### config.mk
export PLATFORM = sky130hd
export DESIGN_NAME = uart_rx_os
export DESIGN_NICKNAME = d
export VERILOG_FILES = /design/src/rtl/uart_rx_os.sv
export SDC_FILE = /design/constraint.sdc
export NUM_CORES = 1
export LEC_CHECK = 0
export BUFFER_PORTS_ARGS = -buffer_cell sky130_fd_sc_hd__buf_2
export CAP_MARGIN = 20
export CORE_UTILIZATION = 40
export CTS_CLUSTER_SIZE = 20
export DETAILED_ROUTE_END_ITERATION = 8
export HOLD_SLACK_MARGIN = 0.06
export PLACE_DENSITY = 0.61
export RECOVER_POWER = 100
export SLEW_MARGIN = 25
export SYNTH_ARGS = -nofsm -noshare
export SYNTH_HDL_FRONTEND = slang
export SYNTH_SLANG_ARGS = --single-unit
### constraint.sdc
create_clock -name clk -period 4.7 [get_ports clk]
set_input_delay 0.94 -clock clk [delete_from_list [all_inputs] [get_ports clk]]
set_output_delay 0.94 -clock clk [all_outputs]
set_load 0.02 [all_outputs]
### src/rtl/uart_rx_os.sv
// rtl/uart_rx_os.sv - oversampling UART receiver with mid-bit sampling and a one-entry valid/ready output
module uart_rx_os #(
  parameter int CLKS_PER_BIT = 16,
  parameter int DATA_BITS    = 8,
  parameter int PARITY       = 0,
  parameter int STOP_BITS    = 1
) (
  input  logic                 clk,
  input  logic                 rst,
  input  logic                 rx,
  output logic [DATA_BITS-1:0] data,
  output logic                 valid,
  input  logic                 ready,
  output logic                 parity_err,
  output logic                 frame_err,
  output logic                 overrun,
  output logic                 busy
);

  localparam int CW = $clog2(CLKS_PER_BIT);
  localparam int BW = $clog2(DATA_BITS + 1);

  // Last count of a full bit period and of the half period before the start resample.
  localparam logic [CW-1:0] CNT_LAST  = CW'(CLKS_PER_BIT - 1);
  localparam logic [CW-1:0] HALF_LAST = CW'(CLKS_PER_BIT / 2 - 1);
  localparam logic [BW-1:0] BIT_LAST  = BW'(DATA_BITS - 1);
  localparam logic [BW-1:0] STOP_LAST = BW'(STOP_BITS - 1);

  typedef enum logic [2:0] {
    S_IDLE,
    S_START,
    S_DATA,
    S_PAR,
    S_STOP,
    S_BREAK
  } state_t;

  state_t                 state;
  logic                   rx_m;
  logic                   rx_s;
  logic [CW-1:0]          cnt;
  logic [BW-1:0]          bit_idx;
  logic [DATA_BITS-1:0]   shift;
  logic                   perr;
  logic                   par_xor;
  logic                   par_bad;

  // Parity over the assembled word plus the bit currently on the line.
  assign par_xor = ^{shift, rx_s};
  assign par_bad = (PARITY == 1) ? ~par_xor : par_xor;

  // Two-flop synchroniser; resets to the idle line level so reset never looks like a start bit.
  always_ff @(posedge clk or posedge rst) begin
    if (rst) begin
      rx_m <= 1'b1;
      rx_s <= 1'b1;
    end else begin
      rx_m <= rx;
      rx_s <= rx_m;
    end
  end

  // Frame FSM, bit sampling and output register with valid/ready handshake.
  always_ff @(posedge clk or posedge rst) begin
    if (rst) begin
      state      <= S_IDLE;
      cnt        <= '0;
      bit_idx    <= '0;
      shift      <= '0;
      perr       <= 1'b0;
      data       <= '0;
      valid      <= 1'b0;
      parity_err <= 1'b0;
      frame_err  <= 1'b0;
      overrun    <= 1'b0;
      busy       <= 1'b0;
    end else begin
      frame_err <= 1'b0;
      overrun   <= 1'b0;
      if (valid && ready) begin
        valid <= 1'b0;
      end

      case (state)
        S_IDLE: begin
          if (!rx_s) begin
            state <= S_START;
            cnt   <= '0;
            busy  <= 1'b1;
          end
        end

        S_START: begin
          if (cnt == HALF_LAST) begin
            cnt <= '0;
            if (rx_s) begin
              // Line went back high before mid start bit: treat as a glitch.
              state <= S_IDLE;
              busy  <= 1'b0;
            end else begin
              state   <= S_DATA;
              bit_idx <= '0;
            end
          end else begin
            cnt <= cnt + CW'(1);
          end
        end

        S_DATA: begin
          if (cnt == CNT_LAST) begin
            cnt   <= '0;
            // LSB arrives first, so shifting in from the top leaves it at bit 0.
            shift <= {rx_s, shift[DATA_BITS-1:1]};
            if (bit_idx == BIT_LAST) begin
              bit_idx <= '0;
              if (PARITY != 0) begin
                state <= S_PAR;
              end else begin
                state <= S_STOP;
              end
            end else begin
              bit_idx <= bit_idx + BW'(1);
            end
          end else begin
            cnt <= cnt + CW'(1);
          end
        end

        S_PAR: begin
          if (cnt == CNT_LAST) begin
            cnt     <= '0;
            perr    <= par_bad;
            bit_idx <= '0;
            state   <= S_STOP;
          end else begin
            cnt <= cnt + CW'(1);
          end
        end

        S_STOP: begin
          if (cnt == CNT_LAST) begin
            cnt <= '0;
            if (!rx_s) begin
              // Bad stop bit: drop the word and wait out a break or stuck-low line.
              frame_err <= 1'b1;
              bit_idx   <= '0;
              state     <= S_BREAK;
            end else if (bit_idx == STOP_LAST) begin
              bit_idx <= '0;
              state   <= S_IDLE;
              busy    <= 1'b0;
              if (!valid || ready) begin
                data       <= shift;
                parity_err <= (PARITY != 0) && perr;
                valid      <= 1'b1;
              end else begin
                overrun <= 1'b1;
              end
            end else begin
              bit_idx <= bit_idx + BW'(1);
            end
          end else begin
            cnt <= cnt + CW'(1);
          end
        end

        S_BREAK: begin
          if (rx_s) begin
            state <= S_IDLE;
            busy  <= 1'b0;
          end
        end

        default: begin
          state <= S_IDLE;
          busy  <= 1'b0;
        end
      endcase
    end
  end

endmodule

==> flow_summary.yaml, run 1 <==
grt:
  grt_pass1_vias: 1087
  grt-busiest-layer: "met2"
  grt_use_met3: 0.0616
  antenna_found_initial: 0
  use_met1: 0.219
  grt.total_usage: 0.160
  grt-ovfl-total: 0
  grt_max_degree: 34
  use_met2: 0.231
  grt_pass1_wl_um: 5120
clocking:
  tritoncts: "done"
  clockBufferDepth: 2
  numCtsBuffers: 5
  clk_latency_ns: 0.29
  cts_resized: 0
  cts_num_sinks: 33
  root_buffer: "clkbuf_8"
  cts_setup_buffers: 0
  cts_hold_buf: 0
  clkTransAtPathRegs_ns: 0.08
  htree_levels: 2
floorplan:
  fp-row-count: 23
  fp.dieW_um: 66.5
  initial_core_util: 0.416
  ios: 17
  fp.dieH_um: 66.5
  die_area_um2: 4420
  core_area_um2: 4000
placed_design:
  numPortBuffers: 15
  dp_hpwl_um: 2190
  gp_congestion: 0.758
setup_path:
  cp.arrival_ns: 2.34
  cp.required_ns: 4.77
  reg2reg_to: "state[1]"
  critPathSlowestCell: "clkbuf_1"
  crit_family: "buffers and inverters"
  slowest_delay_ns: 1.25
  worst_setup_path_end_kind: "asynchronous set/reset pin"
  r2r_setup_slack_ns: 2.59
  worstPathMaxFanout: 33
  critPathLaunchType: "input pin"
  rr_worst_depth: 4
  cp_cell_sequence: "buf_2 -> inv_1 -> clkbuf_1"
  r2r-start: "state[2]"
  path_class: "input pin to asynchronous set/reset pin"
  critPathBufInv: 3
logic_synthesis:
  syn_nets: 150
  ys_seq_elements: 33
  yosys-top-cells-area: "dfrtp_1 47%, mux2_2 12%, dfstp_2 3.2%"
  synth.avg_cell_area_um2: 11.6
  synth_seq_area_share: 0.498
  synth-edff-count: 0
  async_reset_ff_frac: 1.00
  syn_area_um2: 1660
  postSynthCellCount: 143
  yosysWarnings: 0
  synth.distinct_cells: 53
  ys.flop_type: "dfrtp_1"
  yosysTopAreaCell: "dfrtp_1"
  synth_top_area_frac: 0.467
power:
  leakage_uw: 0.000851
  swShare: 0.365
  p_sw_uw: 370
  p_seq_frac: 0.392
  p_per_area_nw_per_um2: 549
  finalPower_uw: 1010
  combPwrFrac: 0.343
  power_frac_clock: 0.265
  ir_worst_vdd_uv: 234
  p_int_uw: 644
timing:
  whs_ns: 0.353
  setup_viol: 0
  finalCriticalPeriod_ns: 2.27
  setup_tns_ns: 0
  tightest_slew_ns: 1.75
  fin_skew_ns: 0.00960
  fmax_ghz: 0.440
  fin_crit_sh: 0.484
  slew_headroom: -0.164
  finalMaxSlewViolations: 34
  rsz0062_at_grt: "no"
  finalHoldViolCount: 0
final_layout:
  area_growth_pct: 11.1
  drive_above_1_share: 0.211
  antenna_cells: 0
  nets: 167
hold_path:
  hp-class: "flip-flop to flip-flop"
  hold_path_depth: 0
  min_to: "rx_s"
  hp-start: "rx_m"
drt:
  route.detailed.drc: 0
  vias: 1144
  routed_wl_um: 3090
  wire_per_inst_um: 14.6
  firstDrtPassIters: 4
  drtAntennaViolNets: 0
  drtIter0Drc: 46
  viasPerCell: 5.42
status:
  status: "finished, violations left"
  violations: "max-capacitance violations, max-slew violations"
job:
  cap_violations: 1
[through the flow]
stage               setup slack [ns]  area, um^2  utilization  instances
detailed placement              2.75        1780        0.444        203
finish                          2.43        1850        0.462        211
floorplan                       2.87        1660            -        143
global placement                2.80        1780        0.444        203
CTS                             2.74        1890        0.473        211
global route                    2.09        1850        0.462        211
[layout make-up]
type / instances / area [um^2]
Clock inverter: 3 / 46.3
Clock buffer: 5 / 68.8
Sequential cell: 33 / 828
Tap cell: 50 / 62.6
Inverter: 6 / 22.5
Timing Repair Buffer: 16 / 63.8
Fill cell: 380 / 2150
Multi-Input combinational cell: 98 / 754
[layer usage]
metal	share of wire	routed length [um]
met3	0.029	91
met1	0.50	1540
met4	0.012	36
met5	0	0
met2	0.46	1420
[flip-flops by register name, summed over array words and instances (netlist names)]
register	cells
overrun	1
busy	1
rx_s	1
state	3
rx_m	1
data	8
shift	8
bit_idx	4
frame_err	1
valid	1
cnt	4
[cells in the final DEF (no fill, tap or decap), types with 2 or more instances in the layout]
master,instances
nand3_1,3
nand2_1,9
buf_2,3
and3_1,2
mux2_2,17
or3_1,2
clkbuf_8,5
nor3b_1,3
nor2_1,5
mux2_1,2
inv_1,6
nor2b_1,4
nand3b_1,3
dfrtp_1,31
nor3_1,4
dfstp_2,2
mux2i_1,3
o21ai_0,3
ha_1,3
a21oi_1,6
clkbuf_1,13
[worst max-delay path by stage]
stage	from	endpoint	slack (ns)	depth (start not counted)
floorplan	bit_idx[0]	state[0]	2.87	6
global placement	ready	data[6]	2.80	4
detailed placement	state[2]	state[1]	2.75	4
CTS	state[2]	state[1]	2.74	4
global route	rst	cnt[0]	2.09	3
finish	rst	cnt[0]	2.43	3
[worst reg2reg max path, delay by kind of cell (launching register included)]
kind	cells	cell delay, ns
AOI/OAI and AO/OA	1	0.30
and+or+nand+nor	2	0.74
DFF	1	0.58
muxes	1	0.37
[kinds of logic (layout without fill, tap and decap cells)]
group | count (synthesis) | count (layout) | share of synthesized area
AND/OR/NAND/NOR | 42 | 42 | 0.151
flip-flops | 33 | 33 | 0.498
AO/OA/AOI/OAI | 29 | 29 | 0.142
multiplexers | 22 | 22 | 0.147
buffers and inverters | 12 | 30 | 0.0316
adder cells (fa/ha/maj) | 3 | 3 | 0.0226
other | 1 | 1 | 0.00226
XOR/XNOR | 1 | 1 | 0.00527
[cell usage after synthesis, types with 3 or more instances]
library cell / n
dfrtp_1: 31
mux2_2: 17
nand2_1: 9
inv_1: 6
nor2_1: 5
a21oi_1: 4
nor2b_1: 4
nor3_1: 4
buf_2: 3
ha_1: 3
mux2i_1: 3
nand3_1: 3
nand3b_1: 3
[power groups by stage]
stage | registers [uW] | clock network (uW) | logic, uW
after detailed placement | 403 | 0 | 368
final | 398 | 269 | 347
after CTS | 397 | 275 | 372
after global routing | 407 | 287 | 389
after global placement | 399 | 0 | 355
after floorplan | 364 | 0 | 337
Power figures use the tool's default switching activity.
==> inputs of run 2 (changes only) <==
==> constraint.sdc (replaced) <==
create_clock -name clk -period 2.1 [get_ports clk]
set_input_delay 0.42 -clock clk [delete_from_list [all_inputs] [get_ports clk]]
set_output_delay 0.42 -clock clk [all_outputs]
set_load 0.02 [all_outputs]
==> run 2 against run 1 <==
  * The flow now finishes without violations
  * Global-route usage increased by 1.3 points
  * Highest routed layer unchanged
  * Largest power group unchanged
  * Clock-buffer cell count up 2
  * Critical endpoint is now state[1]
  * Setup slack got worse by 2.3 ns
==> flow_summary.yaml, run 2 (same netlist as run 1, synthesis figures left out) <==
timing:
  finalCriticalPeriod_ns: 2.00
  fin_skew_ns: 0.00915
  setup_tns_ns: 0
  fin_ws_ns: 0.0989
  fmax_ghz: 0.500
  finalHoldViolCount: 0
  rsz0062_at_grt: "no"
  finalMaxSlewViolations: 0
  setup_viol: 0
  tightest_slew_ns: 1.14
  slew_headroom: 0.243
  fin_crit_sh: 0.953
power:
  p_per_area_nw_per_um2: 1240
  ir_worst_vdd_uv: 819
  leakage_uw: 0.000896
final_layout:
  biggestRegsByFlops: "data: 8 flops, shift: 8 flops"
  layout_common_cells: "31 x dfrtp_1, 17 x mux2_2, 15 x clkbuf_1"
  multi_input_area_um2: 776
  final_common_cell: "dfrtp_1"
  antenna_cells: 0
  nets: 169
  regArea_um2: 828
  n_fill_cell: 377
  drive_above_1_share: 0.233
  area_growth_pct: 13.1
drt:
  route.detailed.drc: 0
  drtIter0Drc: 26
  routed_wl_um: 3290
  wire_per_inst_um: 15.4
  viasPerCell: 5.51
  drtAntennaViolNets: 0
  firstDrtPassIters: 4
  vias: 1174
floorplan:
  initial_core_util: 0.416
  die_area_um2: 4420
  fp.dieW_um: 66.5
  fp.dieH_um: 66.5
  core_area_um2: 4000
  ios: 17
  fp-row-count: 23
clocking:
  numCtsBuffers: 5
  clockBufferDepth: 2
  tritoncts: "done"
  clk_latency_ns: 0.28
  cts_num_sinks: 33
  cts_hold_buf: 0
  cts_setup_buffers: 0
  clkTransAtPathRegs_ns: 0.07
  cts_resized: 0
  root_buffer: "clkbuf_8"
  htree_levels: 2
status:
  status: "complete, no violations"
setup_path:
  r2r_setup_slack_ns: 0.1
  critPathLaunchType: "flip-flop"
  reg2reg_to: "state[1]"
  path_class: "flip-flop to flip-flop"
  r2r-start: "bit_idx[0]"
  cp.arrival_ns: 2.17
  worstPathMaxFanout: 5
  worst_setup_path_end_kind: "flip-flop"
  cp.required_ns: 2.27
  rr_worst_depth: 6
grt:
  grt-ovfl-total: 0
  grt_pass1_vias: 1210
  antenna_found_initial: 0
  grt_pass1_wl_um: 5640
  grt.total_usage: 0.173
  grt_max_degree: 22
placed_design:
  preCtsSetupSlack_ns: 0.132
  numPortBuffers: 15
  dp_hpwl_um: 2330
  gp_congestion: 0.777
hold_path:
  hp-start: "rx"
  hp-class: "input pin to flip-flop"
  hold_path_depth: 1
  min_to: "rx_m"
job:
  cap_violations: 0
[run 2: power breakdown]
| group | switching (uW) | internal (uW) |
|---|---|---|
| Clock | 227 | 387 |
| Combinational | 454 | 387 |
| Sequential | 152 | 725 |
[run 2: worst max path at each step]
stage               start       end  slack [ns]  cells past startpoint
6_report       bit_idx[0]  state[1]         0.1                      6
5_1_grt        bit_idx[0]  state[1]        0.04                      6
4_1_cts        bit_idx[0]  state[1]        0.13                      6
3_5_place_dp   bit_idx[0]  state[1]        0.13                      6
3_3_place_gp   bit_idx[0]  state[1]        0.23                      6
2_1_floorplan  bit_idx[0]  state[0]        0.27                      6
[run 2: area by class of cell]
cell class / count / share of cell area
flip-flops and latches: 33 / 0.440
clock inverters: 1 / 0.0160
repair buffers: 18 / 0.0399
inverters: 6 / 0.0120
clock buffers: 7 / 0.0459
well taps: 50 / 0.0333
multi-input cells: 98 / 0.413
[run 2: metal layers]
metal	up-vias	routed length [um]	track usage
li1	560	-	-
met5	-	0	0
met2	30	1690	0.287
met4	0	31	0.0691
met3	4	149	0.0514
met1	580	1420	0.209
[run 2: stage by stage]
step	std cells	hold WS [ns]	power, uW	cell area, um^2	utilization
2_1_floorplan	143	0.345	1570	1660	-
3_3_place_gp	205	0.349	1700	1790	0.448
3_5_place_dp	205	0.349	1740	1790	0.448
4_1_cts	213	0.139	2380	1910	0.477
5_1_grt	213	0.231	2500	1880	0.470
6_report	213	0.241	2330	1880	0.470
[run 2: critical path, cell delays in order (launching register included)]
cell and delay [ns]:
dfrtp_1 0.40, inv_1 0.12, ha_1 0.18, or3b_1 0.41, a22o_4 0.30, a21oi_4 0.14, mux2_1 0.34
==> inputs of run 3 (changes only) <==
--- a/config.mk
+++ b/config.mk
@@ -7,11 +7,11 @@
 export LEC_CHECK = 0
 export BUFFER_PORTS_ARGS = -buffer_cell sky130_fd_sc_hd__buf_2
 export CAP_MARGIN = 20
-export CORE_UTILIZATION = 40
+export CORE_UTILIZATION = 57
 export CTS_CLUSTER_SIZE = 20
 export DETAILED_ROUTE_END_ITERATION = 8
 export HOLD_SLACK_MARGIN = 0.06
-export PLACE_DENSITY = 0.61
+export PLACE_DENSITY = 0.8
 export RECOVER_POWER = 100
 export SLEW_MARGIN = 25
 export SYNTH_ARGS = -nofsm -noshare
==> run 3 against run 2 <==
  * The run now ends with max-capacitance violations, max-slew violations left
  * Cell count down 8.9%
  * Via count up 2.6%
  * Final area down 2.9%
  * Wire length down 8.6%
  * Clock skew down 0.0046 ns
  * Flip-flop and latch count unchanged
  * Register-to-register slack better by 0.05 ns
  * Core utilization up 19 points
  * Sequential share of layout area up 1.3 points
  * Clock power down 20%
  * Highest routed layer unchanged
==> flow_summary.yaml, run 3 (same netlist as run 1, synthesis figures left out) <==
timing:
  fin_skew_ns: 0.00459
  fin_crit_sh: 0.928
  finalCriticalPeriod_ns: 1.95
  rsz0062_at_grt: "no"
  setup_viol: 0
  slew_headroom: -0.114
  tightest_slew_ns: 1.67
  finalMaxSlewViolations: 34
  finalHoldViolCount: 0
  fmax_ghz: 0.513
  setup_tns_ns: 0
floorplan:
  fp.dieH_um: 56.0
  fp-row-count: 19
  die_area_um2: 3140
  fp.dieW_um: 56.0
  ios: 17
  core_area_um2: 2760
  initial_core_util: 0.603
setup_path:
  r2r-start: "bit_idx[0]"
  cp.arrival_ns: 2.17
  r2r_setup_slack_ns: 0.15
  worst_setup_path_end_kind: "flip-flop"
  startpoint: "bit_idx[0]"
  rr_worst_depth: 6
  cp.required_ns: 2.32
  reg2reg_to: "state[0]"
  endpoint: "state[0]"
  worstPathMaxFanout: 5
  path_class: "flip-flop to flip-flop"
  critPathLaunchType: "flip-flop"
placed_design:
  dp_hpwl_um: 2190
  gp_congestion: 0.807
  numPortBuffers: 15
drt:
  firstDrtPassIters: 4
  drtIter0Drc: 39
  routed_wl_um: 3000
  route.detailed.drc: 0
  viasPerCell: 6.21
  wire_per_inst_um: 15.5
  vias: 1204
  drtAntennaViolNets: 0
clocking:
  cts_hold_buf: 0
  clockBufferDepth: 2
  root_buffer: "clkbuf_4"
  cts_num_sinks: 33
  numCtsBuffers: 5
  htree_levels: 2
  cts_resized: 0
  cts_setup_buffers: 0
  tritoncts: "done"
  clk_latency_ns: 0.33
  clkTransAtPathRegs_ns: 0.10
grt:
  grt_pass1_vias: 1213
  grt-ovfl-total: 0
  grt_max_degree: 34
  grt.total_usage: 0.220
  antenna_found_initial: 0
  grt_pass1_wl_um: 5290
status:
  status: "finished, violations left"
  violations: "max-capacitance violations, max-slew violations"
final_layout:
  antenna_cells: 0
  biggestRegsByFlops: "data: 8 flops, shift: 8 flops"
  area_growth_pct: 9.78
  final_common_cell: "dfrtp_1"
  drive_above_1_share: 0.239
  nets: 169
  layout_common_cells: "31 x dfrtp_1, 17 x mux2_2, 15 x clkbuf_1"
power:
  finalPower_uw: 2230
  ir_worst_vdd_uv: 730
  p_per_area_nw_per_um2: 1220
  leakage_uw: 0.000852
job:
  cap_violations: 1
hold_path:
  hp-class: "input pin to flip-flop"
run 3: cell type report:
class / instances / area [um^2]
timing repair buffer: 18 / 75.1
multi-input combinational: 98 / 776
fill: 226 / 932
inverter: 6 / 22.5
sequential: 33 / 828
clock inverter: 1 / 30.0
tap: 31 / 38.8
clock buffer: 7 / 55.1
run 3: through the flow:
| step | hold WS, ns | setup WS, ns | utilization | cells | cell area [um^2] |
|---|---|---|---|---|---|
| detailed placement | 0.349 | 0.158 | 0.642 | 186 | 1770 |
| global placement | 0.346 | 0.234 | 0.642 | 186 | 1770 |
| CTS | 0.161 | 0.146 | 0.672 | 194 | 1850 |
| finish | 0.178 | 0.150 | 0.662 | 194 | 1830 |
| global route | 0.149 | 0.0358 | 0.662 | 194 | 1830 |
| floorplan | 0.345 | 0.272 | - | 143 | 1660 |
run 3: report_power, final:
group	switching (uW)	internal [uW]	leakage, uW
clock	204	284	0.0000455
combinational	459	403	0.000362
sequential	155	724	0.000445
total	818	1410	0.000852
run 3: critical path, cell delays in order (launching register included):
cell	delay [ns]
dfrtp_1	0.41
inv_1	0.10
ha_1	0.17
or3b_4	0.40
a22o_4	0.28
a21oi_4	0.14
mux2_1	0.33
run 3: how the worst min path moves through the flow:
stage / start / end / slack [ns] / cells after the start
global route: rx / rx_m / 0.15 / 1
detailed placement: rx_m / rx_s / 0.35 / 0
finish: rx / rx_m / 0.18 / 1
CTS: rst / bit_idx[2] / 0.16 / 3
floorplan: rx_m / rx_s / 0.35 / 0
global placement: rx_m / rx_s / 0.35 / 0
run 3: layer usage:
layer / share of wire / up-vias / wire [um] / track usage
met5: 0 / - / 0 / 0
li1: - / 565 / - / -
met4: 0.0097 / 0 / 29 / 0.0767
met2: 0.50 / 39 / 1500 / 0.389
met1: 0.44 / 596 / 1310 / 0.248
met3: 0.056 / 4 / 168 / 0.0698
